$ cat config.mk
export PLATFORM = sky130hd
export DESIGN_NAME = ws2812b_pixel_rx
export DESIGN_NICKNAME = d
export VERILOG_FILES = /design/src/rtl/ws2812b_pixel_rx.sv
export SDC_FILE = /design/constraint.sdc
export NUM_CORES = 1
export LEC_CHECK = 0
export CAP_MARGIN = 10
export CORE_MARGIN = 2
export CORE_UTILIZATION = 53
export DETAILED_ROUTE_END_ITERATION = 8
export PLACE_DENSITY = 0.74
export RECOVER_POWER = 100
export REMOVE_ABC_BUFFERS = 1
export SLEW_MARGIN = 10
export SYNTH_ARGS = -nofsm -noshare
export SYNTH_HDL_FRONTEND = slang
export SYNTH_SLANG_ARGS = --single-unit
$ cat constraint.sdc
create_clock -name clk -period 6.1 [get_ports clk]
set_clock_uncertainty 0.1 [all_clocks]
set_input_delay 1.22 -clock clk [delete_from_list [all_inputs] [get_ports clk]]
set_output_delay 1.22 -clock clk [all_outputs]
set_load 0.01 [all_outputs]
$ cat src/rtl/ws2812b_pixel_rx.sv
// ws2812b_pixel_rx: one WS2812B pixel - decodes NZR, captures its GRB word, forwards the rest
module ws2812b_pixel_rx #(
    parameter int BIT_THRESH   = 30,
    parameter int MAX_HIGH     = 100,
    parameter int RESET_CYCLES = 14000
) (
    input  logic        clk,
    input  logic        reset,
    input  logic        dataIn,
    output logic        dataOut,
    output logic [23:0] grb,
    output logic        grbValid,
    output logic        frameDone,
    output logic        protoErr
);
    localparam int HW = $clog2(MAX_HIGH + 1);
    localparam int LW = $clog2(RESET_CYCLES + 1);
    localparam logic [1:0] IDLE = 2'd0, HIGH = 2'd1, LOW = 2'd2, ERR = 2'd3;
    localparam logic [HW-1:0] H_MAX  = HW'(MAX_HIGH);
    localparam logic [HW-1:0] H_LAST = HW'(MAX_HIGH - 1);
    localparam logic [HW-1:0] H_TH   = HW'(BIT_THRESH);
    localparam logic [LW-1:0] L_MAX  = LW'(RESET_CYCLES);
    localparam logic [LW-1:0] L_LAST = LW'(RESET_CYCLES - 1);

    logic          s1, din_s, din_d, pass_en;
    logic [1:0]    state;
    logic [HW-1:0] high_cnt;
    logic [LW-1:0] low_cnt;
    logic [4:0]    bit_idx;
    logic [23:0]   shreg;
    logic          rise, fall, bit_val;

    assign rise    = din_s & ~din_d;
    assign fall    = ~din_s & din_d;
    assign bit_val = high_cnt >= H_TH;

    // two-flop synchroniser plus a delayed copy for edge detection
    always_ff @(posedge clk or negedge reset)
        if (!reset) {s1, din_s, din_d} <= 3'b000;
        else {s1, din_s, din_d} <= {dataIn, s1, din_s};

    // pulse-width FSM, bit capture, forwarding and frame bookkeeping
    always_ff @(posedge clk or negedge reset)
        if (!reset) begin
            state     <= IDLE;
            high_cnt  <= '0;
            low_cnt   <= '0;
            bit_idx   <= '0;
            shreg     <= '0;
            pass_en   <= 1'b0;
            dataOut   <= 1'b0;
            grb       <= '0;
            grbValid  <= 1'b0;
            frameDone <= 1'b0;
            protoErr  <= 1'b0;
        end else begin
            grbValid  <= 1'b0;
            frameDone <= 1'b0;
            protoErr  <= 1'b0;
            dataOut   <= din_s & pass_en & (state != ERR);
            case (state)
                IDLE:
                    if (rise) begin
                        state    <= HIGH;
                        high_cnt <= HW'(1);
                    end else if (low_cnt != L_MAX) low_cnt <= low_cnt + 1'b1;
                HIGH:
                    if (fall) begin
                        state   <= LOW;
                        low_cnt <= LW'(1);
                        if (bit_idx < 5'd24) begin
                            shreg   <= {shreg[22:0], bit_val};
                            bit_idx <= bit_idx + 5'd1;
                            if (bit_idx == 5'd23) begin
                                grb      <= {shreg[22:0], bit_val};
                                grbValid <= 1'b1;
                                pass_en  <= 1'b1;
                            end
                        end
                    end else if (high_cnt == H_LAST) begin
                        state    <= ERR;
                        high_cnt <= H_MAX;
                        low_cnt  <= '0;
                        protoErr <= 1'b1;
                        pass_en  <= 1'b0;
                    end else high_cnt <= high_cnt + 1'b1;
                LOW:
                    if (rise) begin
                        state    <= HIGH;
                        high_cnt <= HW'(1);
                    end else if (low_cnt == L_LAST) begin
                        state     <= IDLE;
                        low_cnt   <= L_MAX;
                        frameDone <= 1'b1;
                        protoErr  <= (bit_idx != 5'd0) && (bit_idx < 5'd24);
                        bit_idx   <= '0;
                        pass_en   <= 1'b0;
                        shreg     <= '0;
                    end else low_cnt <= low_cnt + 1'b1;
                default:
                    if (din_s) low_cnt <= '0;
                    else if (low_cnt == L_LAST) begin
                        state     <= IDLE;
                        low_cnt   <= L_MAX;
                        frameDone <= 1'b1;
                        bit_idx   <= '0;
                        pass_en   <= 1'b0;
                        shreg     <= '0;
                    end else low_cnt <= low_cnt + 1'b1;
            endcase
        end
endmodule

# Word-level counts from Yosys, hierarchy flattened
# Cells that the tools add are included.
[classes]
n_reduce_logical = 12
magnitude_cmp = 2
addsub = 3
bitwise_logic = 7
eq_ne = 20
n_mux = 52
[ops]
columns = ["cell", "n"]
rows = [
  ["$mux 24", 5],
  ["$mux 14", 7],
  ["$pmux 24 s3", 1],
  ["$pmux 14 s3", 1],
  ["$mux 5", 5],
  ["$mux 7", 3],
  ["$mux 1", 18],
  ["$ne 2x2->1 const B", 8],
  ["$pmux 5 s3", 1],
  ["$add 14x1->14 const B", 1],
  ["$eq 14x14->1 const B", 1],
  ["$ne 14x14->1 const B", 1],
  ["$pmux 7 s2", 1],
  ["$mux 2", 6],
  ["$ne 3x3->1 const B", 3],
  ["$reduce_and 4->1", 2],
  ["$add 7x1->7 const B", 1],
  ["$eq 7x7->1 const B", 1],
  ["$ge 7x5->1 const B", 1],
  ["$pmux 2 s3", 1],
  ["$reduce_and 3->1", 2],
  ["$reduce_and 6->1", 1],
  ["$add 5x1->5 const B", 1],
  ["$eq 5x5->1 const B", 1],
  ["other kinds (16)", 23],
]
[totals]
input_bits = 3
ff_bits = 84
word_cells = 110
out_inout_bits = 28

# Depth between registers and ports, before layout
# Gate-level depths: netlist (run 1).
[logic_depth]
depth_word = 5
depth_mapped = 10
mapped_depth_nobuf = 7

# Worst setup path after synthesis (run 1)
# No wires, ideal clock.
[synth_path]
path_kind = "flip-flop to flip-flop"
start = "register state[1]"
end = "register grb[10]"
setup_ns = 0.125
synth_period_minus_slack_ns = 2.314
n_path_buf = 2
setup_slack_ns = 3.786
required_time_ns = 5.875
path_stages_with_launch = 8
arrival_ns = 2.089
cell_sequence = "dfrtp_1 -> inv_1 -> ha_1 -> clkbuf_1 -> nand3_1 -> nor2_1 -> buf_2 -> mux2_2"
[synth_via]
elab_chain_cells = 2
[synth_rtl]
columns = ["item", "line_no", "source"]
rows = [
  ["start: declaration", "26", "logic [1:0] state;"],
  ["start signal: assignment", "45", "state <= IDLE;"],
  ["start signal: assignment", "64", "state <= HIGH;"],
  ["start signal: assignment", "69", "state <= LOW;"],
  ["$eq 2x1->1", "61", "case (state)"],
  ["$reduce_and 4->1 (no line)", "--", ""],
  ["end signal: assignment", "75", "grb <= {shreg[22:0], bit_val};"],
  ["end: declaration", "11", "output logic [23:0] grb,"],
]
# No other way between the ends.
# A chain may end at the register's enable or synchronous reset.

# Final worst setup path (run 1)
[layout_path]
start = "register low_cnt[0]"
end = "register bit_idx[0]"
[layout_via]
elab_chain_cells = 4
word_cells_on_any_way = 5
classes_between = "eq/ne (1); mux (4)"
[layout_rtl]
columns = ["item", "line_no", "source"]
rows = [
  ["start: declaration", "28", "logic [LW-1:0] low_cnt;"],
  ["start signal: assignment", "66", "end else if (low_cnt != L_MAX) low_cnt <= low_cnt + 1'b1;"],
  ["start signal: assignment", "99", "end else low_cnt <= low_cnt + 1'b1;"],
  ["start signal: assignment", "109", "end else low_cnt <= low_cnt + 1'b1;"],
  ["$eq 14x14->1 *", "91, 102", ""],
  ["$mux 5 *", "--", ""],
  ["$mux 5 (on tied branches)", "--", ""],
  ["$pmux 5 s3 *", "--", ""],
  ["end signal: assignment", "73", "bit_idx <= bit_idx + 5'd1;"],
  ["end: declaration", "29", "logic [4:0] bit_idx;"],
]
# Every way passes the cells marked *; elsewhere a longest branch is shown, timed or not. The select of a mux whose other input is x is not followed.

==> flow_summary.yaml, run 1 <==
status:
  run_status: "complete, but fails checks"
  violations: "capacitance limit, slew limit"
clock_tree:
  cts_max_path_buffers: 2
  cts_sinks: 83
  cts_htree_levels: 3
  cts_repair_resized_insts: 0
  clockRootBuffer: "sky130_fd_sc_hd__clkbuf_8"
  cts-buffers-inserted: 9
  postCtsSetupRepairBufs: 0
  cts_tree: "built"
  cts.clk_slew.worst_paths_ns: 0.08
  cts.hold.buffers_added: 0
  clkLatencyLatePin_ns: 0.36
synth:
  synth_cell_types: 54
  yosys_register_bits: 83
  dominantRegCellSynth: "sky130_fd_sc_hd__dfrtp_1"
  post_synth_instance_area_sq_um: 3970
  synth-edff-count: 0
  cell_count_after_synthesis: 358
  postSynthAreaPerCell_sq_um: 11.1
  synth-seq-area-share_pct: 52.3
  synth-warning-count: 0
  ys_async_sr_fraction_pct: 100
grt:
  antenna_found_initial: 0
  global_route.overflow_total: 0
  number_of_global_route_vias_before_repair: 2758
  groute.usage.overall_pct: 20.2
  grt_first_pass_wirelength_um: 13300
  grt_max_degree: 84
flow_run:
  maxCapViolCount: 2
critical_path:
  worstSetupEndpointType: "flop"
  setup.worst_path.class: "flop to flop"
  crit_required_ns: 6.24
  worstPathMaxFanout: 25
  startpoint_type: "flop"
  worst-endpoint-arrival_ns: 3.73
route:
  vias_per_cell: 5.88
  drt_pre_antenna_iters: 4
  detailedRoute.firstIterationViolations: 283
  vias: 2864
  met2_wirelength_um: 3580
  maxUsedRoutingLayer: "met4"
  detail_route.wl_per_cell_um: 15.6
  wl_met1_um: 3620
  post-route-drc-count: 0
  metal3_wl_um: 203
  antenna_left: 0
  drt_total_wl_um: 7580
sta:
  clock.fmax_mhz: 278
  finalSetupViolations: 0
  setup_total_negative_slack_ns: 0
  unrepaired_setup_endpoints_after_global_routing: "false"
  pin_slew_with_the_least_headroom_to_its_limit_ns: 1.96
  fin_crit_sh_pct: 58.9
  finalHoldViolCount: 0
  max-slew-margin-rel_pct: -30.9
  final.min_clock_period_ns: 3.59
  max_slew_violation_total_from_the_final_report: 84
power:
  switching_power_as_a_share_of_total_power_pct: 39.4
  p_sw_w: 0.000631
  pwr_density_cell_nw_per_um2: 359
  clkPwrFrac_pct: 22.7
  power.leakage_nw: 2.10
  seq_power_share_pct: 42.1
  p_int_w: 0.000969
  irDropWorstVdd_mv: 0.177
  p_comb_share_pct: 35.2
floorplanning:
  row_count: 31
  fp.coreArea_sq_um: 7250
  initial_core_util_pct: 54.7
  die-area_sq_um: 8190
  dieWidth_um: 90.5
  top_level_ports: 31
  dieHeight_um: 90.5
finish:
  n_antenna_cell: 0
  nets: 396
  mostFrequentLayoutCell: "sky130_fd_sc_hd__dfrtp_1"
  drive_gt1_share_pct: 12.4
  synthToLayoutAreaGrowth_pct: 12.4
  final_util_pct: 61.5
  final_cell_mix: "sky130_fd_sc_hd__dfrtp_1 (83), sky130_fd_sc_hd__dlygate4sd3_1 (29), sky130_fd_sc_hd__a22o_1 (26)"
placement:
  hpwlAfterDp_um: 5020
  numPortBuffers: 30
  gp_congestion: 0.847
min_path:
  hold_class: "flop to flop"
## power groups by stage
stage	Clock (W)	Combinational, W	Sequential (W)
after detailed placement	0	0.000570	0.000684
final	0.000363	0.000563	0.000673
after CTS	0.000376	0.000572	0.000673
after global routing	0.000401	0.000635	0.000685
after floorplan	0	0.000435	0.000667
after global placement	0	0.000563	0.000679
## metal layers
layer / vias up / track usage, %
li1: 1385 / -
met1: 1409 / 28.4
met2: 56 / 30.2
met3: 14 / 3.51
met4: 0 / 10.4
met5: - / 0
## cells by family after synthesis
| logic type | share of synthesized area [%] |
|---|---|
| AO/OA/AOI/OAI | 18.7 |
| AND/OR/NAND/NOR | 14.0 |
| flip-flops | 52.3 |
| buffers and inverters | 4.19 |
| multiplexers | 7.60 |
| adder cells (fa/ha/maj) | 3.15 |
## final cells by class
type | count | area [sq um]
clock buffer | 9 | 124
multi-input combinational | 238 | 1700
fill | 619 | 2800
sequential | 83 | 2080
inverter | 18 | 67.6
clock inverter | 7 | 57.6
timing repair buffer | 33 | 310
tap | 99 | 124
## stage by stage
stage / hold slack [ns] / power [W] / setup WS (ns) / instance area [sq um] / std cells
after global routing: 0.261 / 0.00172 / 2.12 / 4460 / 487
after detailed placement: 0.239 / 0.00125 / 3.38 / 4320 / 471
after floorplan: 0.231 / 0.00110 / 3.18 / 3870 / 339
final: 0.257 / 0.00160 / 2.51 / 4460 / 487
after CTS: 0.259 / 0.00162 / 3.39 / 4500 / 487
after global placement: 0.235 / 0.00124 / 3.53 / 4320 / 471
## final timing paths
kind | start | end | slack, ns | depth (start not counted)
worst max-delay path | low_cnt[0]$_DFFE_PN0P_ | bit_idx[0]$_DFFE_PN0P_ | 2.51 | 6
worst min-delay path | s1$_DFF_PN0_ | din_s$_DFF_PN0_ | 0.26 | 0
worst max register to register | low_cnt[0]$_DFFE_PN0P_ | bit_idx[0]$_DFFE_PN0P_ | 2.51 | 6
worst min register to register | s1$_DFF_PN0_ | din_s$_DFF_PN0_ | 0.26 | 0
max in group asynchronous | reset | din_s$_DFF_PN0_ | 3.43 | 1
min in group asynchronous | reset | high_cnt[1]$_DFFE_PN0P_ | 1.32 | 1
## synthesized netlist by cell type, types with 4 or more instances
| cell | n | area [sq um] |
|---|---|---|
| sky130_fd_sc_hd__o21ai_0 | 11 | 55.1 |
| sky130_fd_sc_hd__buf_2 | 4 | 20.0 |
| sky130_fd_sc_hd__inv_1 | 18 | 67.6 |
| sky130_fd_sc_hd__nand4_1 | 6 | 37.5 |
| sky130_fd_sc_hd__nor2_1 | 18 | 67.6 |
| sky130_fd_sc_hd__dfrtp_1 | 83 | 2080 |
| sky130_fd_sc_hd__ha_1 | 10 | 125 |
| sky130_fd_sc_hd__nand3_1 | 14 | 70.1 |
| sky130_fd_sc_hd__a21oi_1 | 18 | 90.1 |
| sky130_fd_sc_hd__nor3_1 | 4 | 20.0 |
| sky130_fd_sc_hd__o22ai_1 | 7 | 43.8 |
| sky130_fd_sc_hd__clkbuf_1 | 11 | 41.3 |
| sky130_fd_sc_hd__o31ai_1 | 8 | 60.1 |
| sky130_fd_sc_hd__a22o_1 | 26 | 228 |
| sky130_fd_sc_hd__o21ai_1 | 8 | 40.0 |
| sky130_fd_sc_hd__nand2_1 | 20 | 75.1 |
| sky130_fd_sc_hd__and3_1 | 8 | 50.1 |
| sky130_fd_sc_hd__mux2_2 | 24 | 270 |
## flip-flops by register name (all words and copies together) (netlist names), 2 cells and up
signal / flops
bit_idx: 5
grb: 24
low_cnt: 14
high_cnt: 7
shreg: 23
state: 2
## critical path, stage by stage, from the launching register on
cell and delay, ns:
sky130_fd_sc_hd__dfrtp_1 0.46, sky130_fd_sc_hd__ha_1 0.27, sky130_fd_sc_hd__nand4b_1 0.16, sky130_fd_sc_hd__nor4_1 1.12, sky130_fd_sc_hd__o211ai_1 0.36, sky130_fd_sc_hd__a31o_1 0.59, sky130_fd_sc_hd__mux2_2 0.40
Note: power is estimated with default switching activity, not from simulation.
==> run 2, diff against run 1 <==
--- a/config.mk
+++ b/config.mk
@@ -7,9 +7,9 @@
 export LEC_CHECK = 0
 export CAP_MARGIN = 10
 export CORE_MARGIN = 2
-export CORE_UTILIZATION = 53
+export CORE_UTILIZATION = 52
 export DETAILED_ROUTE_END_ITERATION = 8
-export PLACE_DENSITY = 0.74
+export PLACE_DENSITY = 0.75
 export RECOVER_POWER = 100
 export REMOVE_ABC_BUFFERS = 1
 export SLEW_MARGIN = 10
==> constraint.sdc (replaced) <==
create_clock -name clk -period 3.1 [get_ports clk]
set_clock_uncertainty 0.1 [all_clocks]
set_input_delay 0.62 -clock clk [delete_from_list [all_inputs] [get_ports clk]]
set_output_delay 0.62 -clock clk [all_outputs]
set_load 0.01 [all_outputs]
==> run 2 against run 1 <==
Effect of this change: the flow still finishes with violations (capacitance limit, slew limit); core utilization hardly changed; combinational power is 100% higher; routed wire length is 0.74% higher; largest cell class unchanged; largest power group unchanged.
==> flow_summary.yaml, run 2 (same netlist as run 1, synthesis figures left out) <==
placement:
  hpwlAfterDp_um: 5030
  numPortBuffers: 30
  gp_congestion: 0.846
  postPlaceCellArea_sq_um: 4340
  cells_after_dpl: 474
  detailedPlace.worstSlack_ns: 0.508
sta:
  finalHoldViolCount: 0
  final.min_clock_period_ns: 2.76
  fin_ws_ns: 0.337
  fin_crit_sh_pct: 89.1
  finalSetupViolations: 0
  unrepaired_setup_endpoints_after_global_routing: "false"
  max-slew-margin-rel_pct: -31.5
  max_slew_violation_total_from_the_final_report: 84
  clock.fmax_mhz: 362
  setup_total_negative_slack_ns: 0
  pin_slew_with_the_least_headroom_to_its_limit_ns: 1.97
clock_tree:
  cts-buffers-inserted: 9
  cts.clk_slew.worst_paths_ns: 0.08
  postCtsSetupRepairBufs: 0
  cts_sinks: 83
  clockRootBuffer: "sky130_fd_sc_hd__clkbuf_8"
  clkLatencyLatePin_ns: 0.35
  cts_repair_resized_insts: 0
  cts_htree_levels: 3
  cts.hold.buffers_added: 0
  cts_max_path_buffers: 2
  cts_tree: "built"
route:
  wl_met1_um: 3620
  antenna_left: 0
  drt_total_wl_um: 7640
  vias_per_cell: 5.87
  vias: 2878
  detail_route.wl_per_cell_um: 15.6
  maxUsedRoutingLayer: "met4"
  post-route-drc-count: 0
  met2_wirelength_um: 3750
  metal3_wl_um: 145
  drt_pre_antenna_iters: 4
  detailedRoute.firstIterationViolations: 189
finish:
  largest_register_ffs: 24
  nets: 399
  final_cell_mix: "sky130_fd_sc_hd__dfrtp_1 (83), sky130_fd_sc_hd__dlygate4sd3_1 (29), sky130_fd_sc_hd__a22o_1 (26)"
  drive_gt1_share_pct: 13.3
  max_flop_register: "grb"
  synthToLayoutAreaGrowth_pct: 13.6
  stdcell_area_sq_um: 4510
  mostFrequentLayoutCell: "sky130_fd_sc_hd__dfrtp_1"
  finalNonFillerCells: 490
  layout_top_registers: "grb x24, shreg x23, low_cnt x14"
  n_antenna_cell: 0
  filler_cell_count: 597
grt:
  grt_max_degree: 84
  global_route.overflow_total: 0
  grt_first_pass_wirelength_um: 13300
  groute.usage.overall_pct: 19.7
  antenna_found_initial: 0
  number_of_global_route_vias_before_repair: 2848
floorplanning:
  die-area_sq_um: 8340
  dieHeight_um: 91.4
  fp.coreArea_sq_um: 7330
  row_count: 31
  top_level_ports: 31
  initial_core_util_pct: 54.1
  dieWidth_um: 91.4
critical_path:
  cp_slowest_stage_delay_ns: 0.45
  worstPathMaxFanout: 20
  crit_chain: "inv_1 > ha_1 > or2_0 > a221oi_2 > o211ai_1 > buf_4 > or2_0 > o31ai_1"
  critPathTopFamily: "simple AND/OR/NAND/NOR gates"
  cp_num_cells: 8
  worst-endpoint-arrival_ns: 2.91
  worstSetupEndpointType: "flop"
  crit_buf_inv: 2
  worstRegToRegCells: 8
  startpoint_type: "flop"
  setup.worst_path.class: "flop to flop"
  worst_path_most_repeated_cell: "sky130_fd_sc_hd__or2_0"
  critical_path.slowest_cell: "sky130_fd_sc_hd__or2_0"
  crit_required_ns: 3.24
min_path:
  hold_path_depth: 0
  hold_class: "flop to flop"
power:
  irDropWorstVdd_mv: 0.422
  power.leakage_nw: 2.13
  p_total_w: 0.00327
  pwr_density_cell_nw_per_um2: 725
status:
  violations: "capacitance limit, slew limit"
  run_status: "complete, but fails checks"
flow_run:
  maxCapViolCount: 1
## run 2: path summary, 6_finish.rpt
check                                          start  slack (ns)                       to
min in group asynchronous                      reset        0.70   low_cnt[2]$_DFFE_PN0P_
max in group asynchronous                      reset        1.01  high_cnt[0]$_DFFE_PN0P_
worst min-delay path                    s1$_DFF_PN0_        0.26          din_s$_DFF_PN0_
worst max register to register  state[0]$_DFFE_PN0P_        0.34  low_cnt[12]$_DFFE_PN0P_
worst max-delay path            state[0]$_DFFE_PN0P_        0.34  low_cnt[12]$_DFFE_PN0P_
worst min register to register          s1$_DFF_PN0_        0.26          din_s$_DFF_PN0_
## run 2: final cells by class
type / instances / area [sq um] / area share [%]
Multi-Input combinational cell: 238 / 1700 / 37.7
Sequential cell: 83 / 2080 / 46.1
Clock buffer: 10 / 138 / 3.05
Tap cell: 99 / 124 / 2.75
Clock inverter: 6 / 72.6 / 1.61
Timing Repair Buffer: 36 / 330 / 7.33
Inverter: 18 / 67.6 / 1.50
## run 2: metrics by stage
step	utilization [%]	hold slack [ns]
detailed placement	59.2	0.238
global placement	59.2	0.235
floorplan	-	0.224
global route	61.5	0.257
finish	61.5	0.259
CTS	62.0	0.256
## run 2: layer usage
layer / GRT usage (%) / vias up
met1: 26.9 / 1449
met3: 3.32 / 13
met2: 31.7 / 39
met5: 0 / -
met4: 7.20 / 0
li1: - / 1377
## run 2: power breakdown
part	internal, W	switching, W	leakage (nW)
Sequential	0.00118	0.000136	1.13
Clock	0.000403	0.000399	0.103
Combinational	0.000439	0.000707	0.896
Total	0.00203	0.00124	2.13
==> run 3, diff against run 2 <==
--- a/config.mk
+++ b/config.mk
@@ -5,9 +5,10 @@
 export SDC_FILE = /design/constraint.sdc
 export NUM_CORES = 1
 export LEC_CHECK = 0
-export CAP_MARGIN = 10
+export CAP_MARGIN = 5
 export CORE_MARGIN = 2
 export CORE_UTILIZATION = 52
+export CTS_BUF_LIST = sky130_fd_sc_hd__clkbuf_16
 export DETAILED_ROUTE_END_ITERATION = 8
 export PLACE_DENSITY = 0.75
 export RECOVER_POWER = 100
==> run 3 against run 2 <==
Effect of this change: the run still ends with capacitance limit, slew limit left; first-iteration DRC count is 24% lower; global-route usage increased by 0.32 points; register-to-register slack improved by 0.04 ns; setup slack improved by 0.043 ns; critical path type unchanged; largest cell class unchanged.
==> flow_summary.yaml, run 3 (same netlist as run 1, synthesis figures left out) <==
clock_tree:
  cts_max_path_buffers: 2
  cts_repair_resized_insts: 0
  postCtsSetupRepairBufs: 0
  clkLatencyLatePin_ns: 0.32
  cts.hold.buffers_added: 0
  cts.clk_slew.worst_paths_ns: 0.06
  cts_htree_levels: 3
  cts_tree: "built"
  cts_sinks: 83
  clockRootBuffer: "sky130_fd_sc_hd__clkbuf_16"
  cts-buffers-inserted: 9
placement:
  hpwlAfterDp_um: 5030
  numPortBuffers: 30
  postPlaceCellArea_sq_um: 4340
  gp_congestion: 0.846
finish:
  drive_gt1_share_pct: 12.8
  final_cell_mix: "sky130_fd_sc_hd__dfrtp_1 (83), sky130_fd_sc_hd__dlygate4sd3_1 (29), sky130_fd_sc_hd__a22o_1 (26)"
  n_antenna_cell: 0
  ff_latch_area_sq_um: 2080
  synthToLayoutAreaGrowth_pct: 15.8
  largest_register_ffs: 24
  final_util_pct: 62.7
  layout_top_registers: "grb x24, shreg x23, low_cnt x14"
  stdcell_area_sq_um: 4590
  multiInputGateArea_sq_um: 1700
  filler_cell_count: 585
  nets: 399
  mostFrequentLayoutCell: "sky130_fd_sc_hd__dfrtp_1"
  max_flop_register: "grb"
status:
  run_status: "complete, but fails checks"
  violations: "capacitance limit, slew limit"
critical_path:
  worst_setup_path_startpoint: "state[1]$_DFFE_PN0P_"
  worstPathMaxFanout: 20
  setup.worst_path.class: "flop to flop"
  worstSetupEndpointType: "flop"
  crit-reg2reg-launch: "state[1]$_DFFE_PN0P_"
  worst-endpoint-arrival_ns: 2.82
  startpoint_type: "flop"
  crit_required_ns: 3.20
  setup.reg_to_reg.worst_slack_ns: 0.38
sta:
  max-slew-margin-rel_pct: -32.1
  finalSetupViolations: 0
  fin_crit_sh_pct: 87.7
  setup_total_negative_slack_ns: 0
  max_slew_violation_total_from_the_final_report: 84
  pin_slew_with_the_least_headroom_to_its_limit_ns: 1.98
  final.min_clock_period_ns: 2.72
  clock.fmax_mhz: 368
  finalHoldViolCount: 0
  unrepaired_setup_endpoints_after_global_routing: "false"
grt:
  number_of_global_route_vias_before_repair: 2913
  grt_first_pass_wirelength_um: 13600
  groute.usage.overall_pct: 20.0
  grt_max_degree: 84
  antenna_found_initial: 0
  global_route.overflow_total: 0
route:
  post-route-drc-count: 0
  vias_per_cell: 5.93
  antenna_left: 0
  vias: 2905
  detail_route.wl_per_cell_um: 16.1
  drt_pre_antenna_iters: 4
  detailedRoute.firstIterationViolations: 144
  drt_total_wl_um: 7870
floorplanning:
  top_level_ports: 31
  die-area_sq_um: 8340
  row_count: 31
  initial_core_util_pct: 54.1
  dieHeight_um: 91.4
  dieWidth_um: 91.4
  fp.coreArea_sq_um: 7330
power:
  p_comb_share_pct: 32.4
  pwr_density_cell_nw_per_um2: 767
  clkPwrFrac_pct: 30.0
  p_int_w: 0.00225
  power.leakage_nw: 2.17
  p_sw_w: 0.00128
  seq_power_share_pct: 37.6
  irDropWorstVdd_mv: 0.475
  switching_power_as_a_share_of_total_power_pct: 36.3
flow_run:
  maxCapViolCount: 1
min_path:
  hp-start: "s1$_DFF_PN0_"
  hold_class: "flop to flop"
-- run 3: cell count changes in the layout (fill, tap and decap cells not counted) --
cell                        change
sky130_fd_sc_hd__or2_1          +1
sky130_fd_sc_hd__or2_0          -1
sky130_fd_sc_hd__clkbuf_16      +9
sky130_fd_sc_hd__clkbuf_8      -10
sky130_fd_sc_hd__buf_4          -1
sky130_fd_sc_hd__clkinv_1       +1
sky130_fd_sc_hd__clkbuf_1       +1
-- run 3: per-stage QoR --
| step | hold WS (ns) | setup slack, ns | std cells | power, W |
|---|---|---|---|---|
| detailed placement | 0.238 | 0.508 | 474 | 0.00250 |
| global placement | 0.235 | 0.600 | 474 | 0.00245 |
| finish | 0.258 | 0.381 | 490 | 0.00353 |
| floorplan | 0.224 | 0.183 | 339 | 0.00217 |
| CTS | 0.251 | 0.488 | 490 | 0.00358 |
| global route | 0.252 | 0.154 | 490 | 0.00376 |
-- run 3: cell type report --
cell class	instances	area share (%)
Inverter	18	1.47
Clock inverter	7	1.66
Clock buffer	9	4.90
Multi-Input combinational cell	238	37.0
Timing Repair Buffer	36	7.11
Sequential cell	83	45.2
Tap cell	99	2.70
-- run 3: layer usage --
metal / share of wire (%) / vias up / global-route usage [%]
met5: 0 / - / 0
met4: 0.84 / 0 / 6.94
met3: 2.2 / 6 / 3.15
met2: 50 / 49 / 32.0
met1: 47 / 1469 / 27.8
li1: - / 1381 / -
-- run 3: final timing paths --
| kind | end | cells past startpoint |
|---|---|---|
| min | din_s$_DFF_PN0_ | 0 |
| min in group asynchronous | low_cnt[2]$_DFFE_PN0P_ | 1 |
| min reg2reg | din_s$_DFF_PN0_ | 0 |
| max in group asynchronous | grb[8]$_DFFE_PN0P_ | 1 |
| max reg2reg | low_cnt[12]$_DFFE_PN0P_ | 9 |
| max | low_cnt[12]$_DFFE_PN0P_ | 9 |
-- run 3: power by group through the flow --
stage                     combinational [W]  clock [W]  sequential [W]
final                               0.00114    0.00106         0.00132
after global routing                0.00128    0.00114         0.00134
after CTS                           0.00117    0.00108         0.00132
after detailed placement            0.00116          0         0.00134
after global placement              0.00112          0         0.00133
after floorplan                    0.000855          0         0.00131
-- run 3: worst max-delay path: stages, from the launching register on --
cell and delay [ns]:
sky130_fd_sc_hd__dfrtp_1 0.42, sky130_fd_sc_hd__inv_1 0.12, sky130_fd_sc_hd__ha_1 0.44, sky130_fd_sc_hd__clkbuf_1 0.31, sky130_fd_sc_hd__a21boi_0 0.28, sky130_fd_sc_hd__a221oi_2 0.06
sky130_fd_sc_hd__o211ai_1 0.18, sky130_fd_sc_hd__buf_4 0.26, sky130_fd_sc_hd__or2_0 0.30, sky130_fd_sc_hd__o31ai_1 0.12
